<file path="src/rtl/drac_pkg.sv">
// Shared multiplier issue-scheduler types and latency constants.
// Imported by the scheduler top and its request FIFO.
package drac_pkg;

  localparam int MUL_LAT_32 = 1;
  localparam int MUL_LAT_64 = 2;
  localparam int MUL_TAG_W  = 7;

  typedef struct packed {
    logic                 op32;
    logic [MUL_TAG_W-1:0] tag;
  } mul_sched_req_t;

endpackage

</file>
<file path="src/rtl/mul_sched_fifo.sv">
// Two-entry in-order request FIFO with synchronous flush.
// Push while full is accepted only together with a pop.
module mul_sched_fifo
  import drac_pkg::*;
#(
  parameter type T = mul_sched_req_t
) (
  input  logic clk_i,
  input  logic rst_i,
  input  logic flush_i,
  input  logic push_i,
  input  logic pop_i,
  input  T     data_i,
  output T     data_o,
  output logic empty_o,
  output logic full_o
);

  T           mem_q [2];
  logic       wptr_q;
  logic       rptr_q;
  logic [1:0] cnt_q;
  logic       wr;
  logic       rd;

  assign empty_o = (cnt_q == 2'd0);
  assign full_o  = (cnt_q == 2'd2);
  assign rd      = pop_i & ~empty_o;
  assign wr      = push_i & (~full_o | rd);
  assign data_o  = mem_q[rptr_q];

  // Pointer and occupancy bookkeeping; flush empties the queue.
  always_ff @(posedge clk_i or posedge rst_i) begin
    if (rst_i) begin
      wptr_q <= 1'b0;
      rptr_q <= 1'b0;
      cnt_q  <= 2'd0;
    end else if (flush_i) begin
      wptr_q <= 1'b0;
      rptr_q <= 1'b0;
      cnt_q  <= 2'd0;
    end else begin
      if (wr) wptr_q <= ~wptr_q;
      if (rd) rptr_q <= ~rptr_q;
      cnt_q <= cnt_q + {1'b0, wr} - {1'b0, rd};
    end
  end

  // Entry storage.
  always_ff @(posedge clk_i or posedge rst_i) begin
    if (rst_i) begin
      mem_q[0] <= '0;
      mem_q[1] <= '0;
    end else if (wr && !flush_i) begin
      mem_q[wptr_q] <= data_i;
    end
  end

endmodule

</file>
<file path="src/rtl/mul_issue_sched.sv">
// Multiplier issue scheduler: FIFO + writeback slot reservation.
// Optional MUL_SCHED_PERF_EN adds saturating stall/issue counters.
module mul_issue_sched
  import drac_pkg::*;
#(
  parameter int LAT_32 = MUL_LAT_32,
  parameter int LAT_64 = MUL_LAT_64,
  parameter int TAG_W  = MUL_TAG_W
) (
  input  logic             clk_i,
  input  logic             rst_i,
  input  logic             flush_i,
  input  logic             req_valid_i,
  output logic             req_ready_o,
  input  logic             req_op32_i,
  input  logic [TAG_W-1:0] req_tag_i,
  input  logic             div_wb_soon_i,
  output logic             mul_valid_o,
  output logic             mul_op32_o,
  output logic [TAG_W-1:0] mul_tag_o,
  output logic             busy_o
`ifdef MUL_SCHED_PERF_EN
  ,
  output logic [31:0]      stall_hazard_cnt_o,
  output logic [31:0]      stall_div_cnt_o,
  output logic [31:0]      issue_cnt_o
`endif
);

  typedef struct packed {
    logic             op32;
    logic [TAG_W-1:0] tag;
  } req_t;

  req_t            in_req;
  req_t            head;
  logic            head_empty;
  logic            fifo_full;
  logic            head_valid;
  logic            push;
  logic            issue;
  logic            mul_hit;
  logic            div_hit;
  logic [LAT_64:1] mul_slot_q;
  logic [LAT_64:1] div_slot_q;
  logic [LAT_64:1] mul_sh;
  logic [LAT_64:1] div_sh;
  logic [LAT_64:1] mul_d;
  logic [LAT_64:1] div_d;
  int              lat;

  assign in_req.op32 = req_op32_i;
  assign in_req.tag  = req_tag_i;
  assign req_ready_o = ~fifo_full;
  assign push        = req_valid_i & req_ready_o & ~flush_i;
  assign head_valid  = ~head_empty;
  assign mul_valid_o = issue;
  assign mul_op32_o  = head.op32;
  assign mul_tag_o   = head.tag;
  assign busy_o      = head_valid | (|mul_slot_q);

  mul_sched_fifo #(
    .T(req_t)
  ) u_fifo (
    .clk_i   (clk_i),
    .rst_i   (rst_i),
    .flush_i (flush_i),
    .push_i  (push),
    .pop_i   (issue),
    .data_i  (in_req),
    .data_o  (head),
    .empty_o (head_empty),
    .full_o  (fifo_full)
  );

  // Age slots by one cycle, then test the head's writeback slot.
  always_comb begin
    mul_sh  = '0;
    div_sh  = '0;
    mul_hit = 1'b0;
    div_hit = 1'b0;
    lat     = head.op32 ? LAT_32 : LAT_64;
    for (int k = 1; k < LAT_64; k++) begin
      mul_sh[k] = mul_slot_q[k+1];
      div_sh[k] = div_slot_q[k+1];
    end
    for (int k = 1; k <= LAT_64; k++) begin
      if (k == lat) begin
        mul_hit = mul_sh[k];
        div_hit = div_sh[k] | (div_wb_soon_i && k == 1);
      end
    end
    issue = head_valid & ~flush_i & ~mul_hit & ~div_hit;
  end

  // Apply new reservations on top of the aged vectors.
  always_comb begin
    mul_d = mul_sh;
    div_d = div_sh;
    for (int k = 1; k <= LAT_64; k++) begin
      if (issue && k == lat) mul_d[k] = 1'b1;
    end
    if (div_wb_soon_i) div_d[1] = 1'b1;
    if (flush_i) mul_d = '0;
  end

  // Slot vector state.
  always_ff @(posedge clk_i or posedge rst_i) begin
    if (rst_i) begin
      mul_slot_q <= '0;
      div_slot_q <= '0;
    end else begin
      mul_slot_q <= mul_d;
      div_slot_q <= div_d;
    end
  end

`ifdef MUL_SCHED_PERF_EN
  logic stall_hz;
  logic stall_dv;

  assign stall_hz = head_valid & ~flush_i & mul_hit;
  assign stall_dv = head_valid & ~flush_i & div_hit;

  // Saturating event counters; only reset clears them.
  always_ff @(posedge clk_i or posedge rst_i) begin
    if (rst_i) begin
      stall_hazard_cnt_o <= '0;
      stall_div_cnt_o    <= '0;
      issue_cnt_o        <= '0;
    end else begin
      if (stall_hz && stall_hazard_cnt_o != '1)
        stall_hazard_cnt_o <= stall_hazard_cnt_o + 32'd1;
      if (stall_dv && stall_div_cnt_o != '1)
        stall_div_cnt_o <= stall_div_cnt_o + 32'd1;
      if (issue && issue_cnt_o != '1)
        issue_cnt_o <= issue_cnt_o + 32'd1;
    end
  end
`endif

endmodule

</file>
<file path="config.mk">
export PLATFORM = sky130hd
export DESIGN_NAME = mul_issue_sched
export DESIGN_NICKNAME = d
export VERILOG_FILES = /design/src/rtl/drac_pkg.sv /design/src/rtl/mul_sched_fifo.sv /design/src/rtl/mul_issue_sched.sv
export SDC_FILE = /design/constraint.sdc
export NUM_CORES = 1
export LEC_CHECK = 0
export BUFFER_PORTS_ARGS = -buffer_cell sky130_fd_sc_hd__buf_4
export CAP_MARGIN = 20
export CORE_MARGIN = 5
export CORE_UTILIZATION = 51
export CTS_CLUSTER_SIZE = 14
export DETAILED_ROUTE_END_ITERATION = 7
export PLACE_DENSITY = 0.76
export SETUP_SLACK_MARGIN = 0.1
export SYNTH_ARGS = -nofsm -noshare
export SYNTH_HDL_FRONTEND = slang
export SYNTH_SLANG_ARGS = --single-unit
export TNS_END_PERCENT = 30
</file>
<file path="constraint.sdc">
create_clock -name clk_i -period 2.7 [get_ports clk_i]
set_input_delay 0.405 -clock clk_i [delete_from_list [all_inputs] [get_ports clk_i]]
set_output_delay 0.405 -clock clk_i [all_outputs]
set_load 0.005 [all_outputs]
</file>
Yosys cells after proc, flatten, opt, wreduce, memory -nomap -nowiden:

Cells that the tools add are included.

* flip-flop bits (word level): 22
* input bits: 13
* output and inout bits: 11
* word-level logic and storage cells: 62

* add/subtract/negate cells: 2
* magnitude comparators: 3
* equal/unequal tests: 3
* multiplexer cells: 19
* bitwise gates (word level): 18
* reduce and logical (&&, ||, !) cells: 9

Operators with widths (count)
* 8-bit two-way mux: 4
* 16-bit bitwise mux: 1
* 1-bit two-way mux: 10
* 8-bit demux with 1-bit select: 1
* 1-bit AND: 7
* 1-bit NOT: 7
* 2-bit two-way mux: 3
* 2-bit >= comparator (second input constant): 2
* 1-bit logical AND: 4
* 1-bit NOT with 2-bit output: 2
* 2-bit nonzero test: 2
* 2-bit by 1-bit adder with 2-bit output: 1
* 1-bit by 2-bit equality test with 1-bit output (first input constant): 1
* 2-bit equality test (first input constant): 1
* 2-bit equality test (second input constant): 1
* 2-bit logical NOT: 1
* 2-bit by 1-bit less-than comparator with 1-bit output (second input constant): 1
* 1-bit OR: 2
* 2-bit OR reduction: 1
* 2-bit by 1-bit subtractor with 2-bit output: 1
* 1-bit logical NOT: 1

Depth between registers and ports, before layout:

* depth in word-level cells: 17
* mapped depth: 10
* mapped depth without buffers: 9

By module:

A second synthesis with hierarchy kept.

* cells, all modules: 80
* area total of the unflattened synthesis: 1068.5 µm²

By module, submodules not included
* mul_sched_fifo: instances 1, cells each 67, area an instance 960.9 µm², sequential area each 500.5 µm²
* mul_issue_sched: instances 1, cells each 13, area an instance 107.6 µm², sequential area each 50.0 µm²

Worst setup path before layout:

OpenSTA, ideal clock, no wires.

* kind: flip-flop to flip-flop
* from: register u_fifo.rptr_q
* to: register u_fifo.cnt_q[1]
* setup time: 124 ps
* arrival time: 1878 ps
* required time: 2576 ps
* path slack: 698 ps
* cell stages (with the launch flop): 11
* buffers on the path: 1
* clock period less this slack: 2002 ps
* cells stage by stage: dfrtp_1 buf_2 mux2_2 o21a_1 nor3_1 ha_1 inv_1 ha_1 xor2_1 and2_1 nor3_1

* longest elaborated chain between the ends: 17
* elaborated cells on any way between the ends: 21
* classes of those cells: add/sub (2); eq/ne (2); mux (9); bitwise (8)

Ends and longest elaborated chain
* from (decl): line mul_sched_fifo.sv:21 `logic rptr_q;`
* from (signal assigned): line mul_sched_fifo.sv:44 `if (rd) rptr_q <= ~rptr_q;`
* 1-bit NOT with 2-bit output (implied by the code) *: line mul_sched_fifo.sv:30 `assign data_o = mem_q[rptr_q];`
* 8-bit two-way mux (implied by the code) * (3 in a row): line mul_sched_fifo.sv:30
* via mul_op32_o: line mul_issue_sched.sv:19 `output logic mul_op32_o,`
* 2-bit two-way mux *: line mul_issue_sched.sv:82 `lat = head.op32 ? LAT_32 : LAT_64;`
* 1-bit by 2-bit equality test with 1-bit output: line mul_issue_sched.sv:88 `if (k == lat) begin`
* 1-bit two-way mux (2 in a row): line mul_issue_sched.sv:88
* 1-bit NOT: line mul_issue_sched.sv:93 `issue = head_valid & ~flush_i & ~mul_hit & ~div_hit;`
* 1-bit AND: line mul_issue_sched.sv:93
* 1-bit AND *: line mul_issue_sched.sv:93
* 1-bit AND *: line mul_sched_fifo.sv:28 `assign rd = pop_i & ~empty_o;`
* 1-bit OR: line mul_sched_fifo.sv:29 `assign wr = push_i & (~full_o | rd);`
* 1-bit AND: line mul_sched_fifo.sv:29
* 2-bit by 1-bit adder with 2-bit output: line mul_sched_fifo.sv:45 `cnt_q <= cnt_q + {1'b0, wr} - {1'b0, rd};`
* 2-bit by 1-bit subtractor with 2-bit output *: line mul_sched_fifo.sv:45
* 2-bit two-way mux *: line mul_sched_fifo.sv:38 `end else if (flush_i) begin`
* to (signal assigned): line mul_sched_fifo.sv:45
* to (decl): line mul_sched_fifo.sv:22 `logic [1:0] cnt_q;`

Mark *: on every way through the listed nets, which the timed path passes. The rest lies on a longest branch. The select of a mux whose other input is x is not followed.
A chain may end at the register's enable or synchronous reset.

Final worst setup path:

* from: register u_fifo.rptr_q
* to: register u_fifo.cnt_q[1]

* longest elaborated chain between the ends: 17
* elaborated cells on any way between the ends: 21
* classes of those cells: add/sub (2); eq/ne (2); mux (9); bitwise (8)

Ends and longest elaborated chain (line)
* 1-bit NOT with 2-bit output (implied by the code) *: mul_sched_fifo.sv:30
* 8-bit two-way mux (implied by the code) * (3 in a row): mul_sched_fifo.sv:30
* 2-bit two-way mux *: mul_issue_sched.sv:82
* 1-bit by 2-bit equality test with 1-bit output: mul_issue_sched.sv:88
* 1-bit two-way mux (2 in a row): mul_issue_sched.sv:88
* 1-bit NOT: mul_issue_sched.sv:93
* 1-bit AND: mul_issue_sched.sv:93
* 1-bit AND *: mul_issue_sched.sv:93
* 1-bit AND *: mul_sched_fifo.sv:28
* 1-bit OR: mul_sched_fifo.sv:29
* 1-bit AND: mul_sched_fifo.sv:29
* 2-bit by 1-bit adder with 2-bit output: mul_sched_fifo.sv:45
* 2-bit by 1-bit subtractor with 2-bit output *: mul_sched_fifo.sv:45
* 2-bit two-way mux *: mul_sched_fifo.sv:38

Every way passes the cells marked *; elsewhere a longest branch is shown, timed or not. The select of a mux whose other input is x is not followed.

==> impl_results.md <==
* I/O Buffers at 23
* Starting DRT DRC Count at 17
* Post-synthesis adder-cell area fraction at 2.38%
* DP HPWL at 1420 um
* CTS tree: yes
* Post-layout util at 66.2%
* Boundary pin count at 24
* Ant. Diodes at 0
* Post-route minimum period at 2.23 ns
* Gate Count Post-Synth at just over 80
* LEAKAGE at 0.610 nW
* WS Path Type: flip-flop to flip-flop
* Vias in the first global route at 770
* Area grow syn2layout at 23.7%
* Initial core utilization at 53.5%
* CP Data Arrival Time at 2.44 ns
* Die area at 3070 um^2
* Placed cells at 129
* Worst reg2reg path depth at 9
* Crit. End Element: flip-flop
* Mux cell area share after synthesis at 25.7%
* Die X at 55.4 um
* DRC violations left at 0
* Initial antenna violation count at 0
* PostCTS Resize Cnt at 0
* Pre-CTS WS at slightly below 0.5 ns
* Clock slew at reported path FFs at 0.12 ns
* Main synth FF type: dfrtp_1
* Layout cells sized above 1 at 52.8%
* Final Power at approximately 0.0015 W
* CP Data Required Time at 2.90 ns
* Most common library cells after synthesis: mux2_2, dfrtp_1, inv_1
* Simple-gate share of the synthesized area at 11.0%
* Peak fanout along the critical path at 10
* Hold buffer count at CTS at 0
* Fin crit share at between 80 and 90%
* Status: finished clean
* Site Rows at 16
* Slew Limit Fails at 0
* Synthesized net count at 96
* Final setup TNS at 0 ns
* CTS Sinks at 22
* Top post-synthesis cells by area: dfrtp_1, mux2_2, ha_1
* Asr flop ratio synth at 100%
* Post-CTS Setup Inserts at 0
* Worst VDD drop at about 0.00055 V
* Nets at ~120
* Core Area at 1960 um^2
* Routed WL per cell at 14.5 um
* H-tree Lvls at 1
* Largest net degree at the start of global routing at 23
* F_max at 448 MHz
* Post-Synth XOR/XNOR Area at 0.834%
* Non-filler instance count after layout at roughly 130
* Clock Path Buffers at 2
* Unrepaired setup endpoints after global routing: no
* First-pass detailed-route iteration total at 3
* Pwr dens at 1150 nW/um^2
* Register area share after synthesis at a little over half
* Final setup margin at around 0.47 ns
* CTS Buf Count at 3
* Root Buffer: clkbuf_4
* Vias at 694
* Largest family of logic cells by synthesized area: multiplexers
* First-pass GRT wire length at about 3400 um
* Most instantiated library cell after synthesis: mux2_2
* FF+latch count, synth at 22
* Number of flops mapped to enable cells by yosys at 0
* Avg Cell Area, Syn at roughly 13 um^2
* Yosys Warn Count at 0
* Skew final at 0.00222 ns
* Distinct cell type count of the synthesized netlist at 21
* Tightest Pin Transition at 0.818 ns
* Overall routing resource usage at 13.9%
* Latest clock arrival within the worst-skew pair at 0.30 ns
* Compound-gate portion of the synthesized area at roughly 4.5%
* Setup Viol. Count Final at 0
* CP Launch Type: flip-flop
* Mapped Area at 1050 um^2
* Vias per inst at around 5.2
* Leading area contributor after synthesis: dfrtp_1
* Final-report hold violation count at 0
* Chip Height at between 50 and 60 um
* Top-area cell type share of the netlist area at 52.4%
* Placer Congestion at roughly 0.82
* Max-cap violations at 0
* Relative slew slack at between 40% and 50%
* Remaining Overflow, GRT at 0
* Min-delay worst type: input pin to asynchronous set/reset pin
* Final ANT Viol Nets at 0
* Total Routed Length at 1930 um
==> stage by stage <==
step / hold WS (ns) / area (um^2)
after global routing: 0.310 / 1300
after floorplan: 0.394 / 1050
after CTS: 0.269 / 1300
after global placement: 0.483 / 1250
after detailed placement: 0.493 / 1250
final: 0.245 / 1300
==> cell type report <==
class	instances	area (um^2)
clock inverters	1	30.0
repair buffers	23	173
well taps	27	33.8
multi-input cells	51	467
flip-flops and latches	22	551
clock buffers	3	22.5
inverters	6	22.5
fillers	173	663
==> registers in the layout, summed over array words and instances, names as in the netlist <==
signal,flops
mul_slot_q,2
u_fifo.cnt_q,2
u_fifo.mem_q,16
u_fifo.rptr_q,1
u_fifo.wptr_q,1
==> worst max-delay path, stage by stage, from the launching register on <==
cell and delay, ns:
dfrtp_1 0.61, mux2_2 0.43, o21a_1 0.13, nor3_1 0.14, ha_1 0.25, inv_1 0.06, ha_1 0.14, xor2_1 0.18
and2_1 0.15, nor3_1 0.04
==> power breakdown <==
part / switching [W] / internal (W) / total, W
Clock: 0.0000993 / 0.000150 / 0.000249
Sequential: 0.000115 / 0.000480 / 0.000595
Combinational: 0.000239 / 0.000416 / 0.000654
==> routing by layer <==
| metal | vias to the layer above | GRT usage (%) | wire (um) |
|---|---|---|---|
| met4 | 0 | 7.29 | 27 |
| met3 | 4 | 3.73 | 62 |
| met1 | 340 | 16.0 | 843 |
| met5 | - | 0 | 0 |
| met2 | 12 | 23.5 | 1000 |
| li1 | 338 | - | - |
==> cells by family (layout without fill, tap and decap cells) <==
kind of cell             count (synthesis)  in the layout
AND/OR/NAND/NOR                         16             16
XOR/XNOR                                 1              1
adder cells (fa/ha/maj)                  2              2
buffers and inverters                    8             33
flip-flops                              22             22
multiplexers                            24             24
AO/OA/AOI/OAI                            8              8
==> cell usage in the layout, fill, tap and decap left out, types with 2 or more instances in the layout <==
cell and instances:
nor2_1 3, o21ai_0 3, buf_4 23, mux2_2 24, inv_1 6, a21oi_1 2, dfrtp_1 22, clkbuf_4 3
ha_1 2, nor3_1 5
==> final timing paths <==
kind,to,start,slack (ns)
setup / recovery,u_fifo.cnt_q[1]$_DFF_PP0_,u_fifo.rptr_q$_DFFE_PP0P_,0.47
hold / removal,u_fifo.mem_q[3]$_DFFE_PP0P_,rst_i,0.25
setup reg to reg,u_fifo.cnt_q[1]$_DFF_PP0_,u_fifo.rptr_q$_DFFE_PP0P_,0.47
hold reg to reg,u_fifo.mem_q[5]$_DFFE_PP0P_,u_fifo.mem_q[5]$_DFFE_PP0P_,0.52
max in group asynchronous,u_fifo.cnt_q[0]$_DFF_PP0_,rst_i,1.95
min in group clk_i,u_fifo.mem_q[5]$_DFFE_PP0P_,req_tag_i[5],0.33
(Power assumes the default switching activity.)
